`src/rtl/phase_pkg.sv`:
```
// Shared constants and types for the phase-measurement path.
// Sample width here must match the downstream minimum selector.
package phase_pkg;

    localparam int PHASE_DW  = 13;
    localparam int WIN_CNT_W = 16;

    typedef enum logic [1:0] {
        F0,
        F1,
        F2,
        FULL
    } fill_t;

endpackage

```
`src/rtl/phase_window3.sv`:
```
// Sliding three-sample window over a framed phase stream.
// Window is re-primed at each frame start; valid/ready on both sides.
module phase_window3
    import phase_pkg::*;
#(
    parameter int DW    = PHASE_DW,
    parameter int CNT_W = WIN_CNT_W
) (
    input  logic             clk,
    input  logic             rst_n,
    input  logic [DW-1:0]    s_data,
    input  logic             s_valid,
    input  logic             s_sof,
    output logic             s_ready,
    output logic [DW-1:0]    m_a,
    output logic [DW-1:0]    m_b,
    output logic [DW-1:0]    m_c,
    output logic             m_valid,
    output logic             m_sof,
    input  logic             m_ready,
    output logic [CNT_W-1:0] win_cnt
);

    localparam logic [CNT_W-1:0] CNT_MAX = '1;

    fill_t         fill;
    fill_t         fill_nxt;
    logic [DW-1:0] w0;
    logic [DW-1:0] w1;
    logic [DW-1:0] w2;
    logic          accept;
    logic          handoff;

    // A full pending window blocks input unless it leaves this cycle.
    assign s_ready = (fill != FULL) || !m_valid || m_ready;
    assign accept  = s_valid && s_ready;
    assign handoff = m_valid && m_ready;

    assign m_a = w0;
    assign m_b = w1;
    assign m_c = w2;

    // Fill level: sof restarts at one sample, otherwise count up to FULL.
    always_comb begin
        fill_nxt = fill;
        if (accept) begin
            if (s_sof) begin
                fill_nxt = F1;
            end else begin
                unique case (fill)
                    F0:   fill_nxt = F1;
                    F1:   fill_nxt = F2;
                    F2:   fill_nxt = FULL;
                    FULL: fill_nxt = FULL;
                endcase
            end
        end
    end

    // Fill state register.
    always_ff @(posedge clk or negedge rst_n) begin
        if (!rst_n) begin
            fill <= F0;
        end else begin
            fill <= fill_nxt;
        end
    end

    // Window shift; an sof sample only loads the newest slot.
    always_ff @(posedge clk or negedge rst_n) begin
        if (!rst_n) begin
            w0 <= '0;
            w1 <= '0;
            w2 <= '0;
        end else if (accept) begin
            if (!s_sof) begin
                w0 <= w1;
                w1 <= w2;
            end
            w2 <= s_data;
        end
    end

    // Output flags: set by an accept that fills the window, held until moved.
    always_ff @(posedge clk or negedge rst_n) begin
        if (!rst_n) begin
            m_valid <= 1'b0;
            m_sof   <= 1'b0;
        end else if (accept) begin
            m_valid <= (fill_nxt == FULL);
            m_sof   <= (fill == F2) && !s_sof;
        end else if (handoff) begin
            m_valid <= 1'b0;
        end
    end

    // Windows delivered in this frame; sof wins over a same-cycle hand-off.
    always_ff @(posedge clk or negedge rst_n) begin
        if (!rst_n) begin
            win_cnt <= '0;
        end else if (accept && s_sof) begin
            win_cnt <= '0;
        end else if (handoff && win_cnt != CNT_MAX) begin
            win_cnt <= win_cnt + 1'b1;
        end
    end

endmodule

```
`config.mk`:
```
export PLATFORM = sky130hd
export DESIGN_NAME = phase_window3
export DESIGN_NICKNAME = d
export VERILOG_FILES = /design/src/rtl/phase_pkg.sv /design/src/rtl/phase_window3.sv
export SDC_FILE = /design/constraint.sdc
export NUM_CORES = 1
export LEC_CHECK = 0
export BUFFER_PORTS_ARGS = -buffer_cell sky130_fd_sc_hd__buf_2
export CAP_MARGIN = 5
export CORE_UTILIZATION = 42
export DETAILED_ROUTE_END_ITERATION = 6
export GPL_TIMING_DRIVEN = 0
export PLACE_DENSITY = 0.77
export SETUP_SLACK_MARGIN = 0.02
export SLEW_MARGIN = 20
export SYNTH_ARGS = -nofsm -noshare
export SYNTH_HDL_FRONTEND = slang
export SYNTH_SLANG_ARGS = --single-unit
export TNS_END_PERCENT = 30
```
`constraint.sdc`:
```
create_clock -name clk -period 2.19 [get_ports clk]
set_input_delay 0.1095 -clock clk [delete_from_list [all_inputs] [get_ports clk]]
set_output_delay 0.1095 -clock clk [all_outputs]
set_load 0.05 [all_outputs]
```
==> results.txt <==
Grt ovf: 0
Synthesized area: 2597 um^2
DRC: 0
CTS Buf Count: 9
Finished Cell Area: 3367 um^2
Via count of the routed design: 2012
Detailed Route WL: 5755 um
Post-synth cell types: 36
Antenna diode count: 0
Met3 Use GR: 5.114%
Setup WS pre-CTS: 0.2988 ns
Startpoint type of the worst setup path: register
Status: finished, final reports clean
Buf/Inv on CP: 1
Clock skew: 0.01062 ns
Drt wl/cell: 15.22 um
Post-Synthesis Cells: 203
Hold WC Path Type: input pin to register
Crit-path cells: ha_1 -> nand4_1 -> nor4_4 -> buf_2 -> o21ai_0 -> a21oi_1
Initial drt markers: 105
Area occupied by multi-input gates: 1076 um^2
Fmax: 519.1 MHz
Synth Area in Compound Gates: 7.707%
Placed Area: 3064 um^2
Number of global-route vias before repair: 1933
Critical Path AT: 2.19 ns
Yosys warns: 0
CTS tree: done
I/O Pins: 76
Post-synthesis simple-gate area fraction: 16.33%
R2r setup slk: 0.26 ns
Root buffer cell: clkbuf_8
Power Total: 0.003489 W
Core Area: 5956 um^2
Clock-pin slew of the registers on the worst-case setup and hold paths: 0.06 ns
Largest family of logic cells by synthesized area: multiplexers
Total GRT Usage: 19.24%
Worst EP required: 2.45 ns
# rows: 28
Period utilization: 87.97%
Critical path's largest stage delay: 0.43 ns
Area growth from synthesis to layout: 29.62%
Post-synthesis mux area share: 16.91%
Chip width: 80.64 um
DIE AREA: 6503 um^2
Initial antenna violation count: 0
# setup viols final: 0
Mapped Nets: 222
Layout fillers: 521
Max_cap viols: 0
Final hold violation count: 0
Worst skew pair latency: 0.34 ns
H-tree levels: 3
Post-route ant nets: 0
Initial Util: 43.61%
CP top delay family: simple AND/OR/NAND/NOR gates
Drt via density: 5.323
Global routing usage on met1: 23.69%
Most common cell after layout, fill and taps aside: buf_2
CTS Sinks: 59
Grt met2 use: 31.36%
Post-layout minimum cycle time: 1.926 ns
Power density over the cells: 1036 nW/um^2
Storage cell area: 1476 um^2
Most Crowded Layer GR: met2
CP Class: register to register
Final TNS setup: 0 ns
Post-Synth Adder-Cell Area: 0.4817%
Seq/Total Area, Yosys: 56.84%
Final net count: 317
Final WS setup: 0.2635 ns
Most frequent cells in the layout: 77 x buf_2, 59 x dfrtp_1, 39 x mux2_2
Crit-path max FO: 10
Slew headroom: 50.95%
Syn avg cell area: 12.80 um^2
Count of input and output buffers: 74
Slowest stage cell, crit path: nor4_4
GP Congestion: 0.8135
Slew of the pin with the lowest slew margin: 0.7358 ns
Max Buffers Root-to-Sink: 2
Die Y: 80.64 um
Worst VDD drop: 0.0005452 V
RSZ-0062 raised after global routing: no
Max-slew violation count: 0
Dpl hpwl: 3985 um
Postcts setup bufs: 0
Pleak: 1.599 nW
Synth Register Bits: 59
Initial DRT Pass Iterations: 4
Worst setup EP type: register
Xor/xnor cell area share of the yosys netlist: 0%
First-pass GRT wire length: 9218 um
Share of layout cells above drive strength 1: 47.52%
Pin count of the biggest net entering global routing: 60
-- kinds of logic (layout without fill, tap and decap cells) --
family | after synthesis | count (layout)
adder cells (fa/ha/maj) | 1 | 1
multiplexers | 39 | 39
AND/OR/NAND/NOR | 65 | 65
flip-flops | 59 | 59
buffers and inverters | 8 | 108
AO/OA/AOI/OAI | 31 | 31
-- path summary, 6_finish.rpt --
path | startpoint | end | cells after the start
max | win_cnt[0]$_DFFE_PN0P_ | win_cnt[2]$_DFFE_PN0P_ | 6
min | s_data[9] | m_c[9]$_DFFE_PN0N_ | 2
max reg2reg | win_cnt[0]$_DFFE_PN0P_ | win_cnt[2]$_DFFE_PN0P_ | 6
min reg2reg | m_a[7]$_DFFE_PN0P_ | m_a[7]$_DFFE_PN0P_ | 1
max in group asynchronous | rst_n | win_cnt[14]$_DFFE_PN0P_ | 2
min in group asynchronous | rst_n | m_a[8]$_DFFE_PN0P_ | 2
-- report_power, final --
part | switching [W] | internal (W)
clock network | 0.000438 | 0.000555
registers | 0.000114 | 0.00127
logic | 0.000822 | 0.000292
-- synth_stat cells --
| cell type | instances | share of area (%) |
|---|---|---|
| a211oi_1 | 1 | 0.29 |
| dfrtp_1 | 59 | 57 |
| and4_4 | 1 | 0.43 |
| nand2_1 | 16 | 2.3 |
| and3_1 | 2 | 0.48 |
| and3_2 | 1 | 0.29 |
| nor3_1 | 2 | 0.39 |
| nand2b_1 | 1 | 0.24 |
| o31ai_1 | 5 | 1.4 |
| mux2_2 | 39 | 17 |
| or4_1 | 6 | 1.7 |
| nor2_1 | 10 | 1.4 |
| a21oi_1 | 8 | 1.5 |
| inv_1 | 2 | 0.29 |
| ha_1 | 1 | 0.48 |
| clkbuf_8 | 1 | 0.53 |
| clkbuf_1 | 1 | 0.14 |
| a31oi_1 | 1 | 0.24 |
| o41ai_1 | 3 | 1.0 |
| nand3_2 | 1 | 0.39 |
| buf_2 | 4 | 0.77 |
| o311ai_0 | 2 | 0.67 |
| nor4_4 | 1 | 0.82 |
| nand3b_1 | 1 | 0.29 |
| nand4_1 | 5 | 1.2 |
| nor4_1 | 2 | 0.48 |
| and4_1 | 1 | 0.34 |
| and2_2 | 2 | 0.58 |
| nand4_4 | 2 | 1.6 |
| o211ai_1 | 4 | 1.2 |
| or3_1 | 3 | 0.72 |
| and3_4 | 1 | 0.43 |
| o21ai_0 | 7 | 1.3 |
| and2_1 | 1 | 0.24 |
| nand3_1 | 5 | 0.96 |
| nand4b_4 | 1 | 0.92 |
-- worst register-to-register path, stage by stage, from the launching register on --
cell     delay, ns
dfrtp_1       0.39
ha_1          0.29
nand4_1       0.22
nor4_4        0.43
buf_2         0.27
o21ai_0       0.11
a21oi_1       0.13
-- registers in the layout, summed over array words and instances, names as in the netlist --
signal   count
m_a         13
win_cnt     16
m_c         13
m_b         13
m_sof        1
m_valid      1
fill         2
-- metrics by stage --
step / cells / hold WS [ns] / util (%)
2_1_floorplan: 203 / -0.1861 / -
4_1_cts: 377 / 0.0001868 / 56.37
3_5_place_dp: 352 / 0.2255 / 51.45
3_3_place_gp: 352 / 0.3424 / 51.41
5_1_grt: 378 / 0.001968 / 56.53
6_report: 378 / 0.01139 / 56.53
-- layer usage --
metal	routed length, um	vias to the layer above
met1	2510	1002
li1	-	957
met3	246	6
met4	59	0
met2	2939	47
met5	0	-
-- area by class of cell --
| class | instances | area share [%] |
|---|---|---|
| Buffer | 6 | 1.115 |
| Clock buffer | 10 | 4.088 |
| Clock inverter | 6 | 1.932 |
| Inverter | 2 | 0.2230 |
| Multi-Input combinational cell | 136 | 31.96 |
| Sequential cell | 59 | 43.85 |
| Tap cell | 75 | 2.787 |
| Timing Repair Buffer | 84 | 14.05 |
-- repair_timing --
item,4_1_cts,5_1_grt
gates resized for setup,0,0
hold endpoints to repair,67,1
hold buffers,9,1
(Power assumes the default switching activity.)
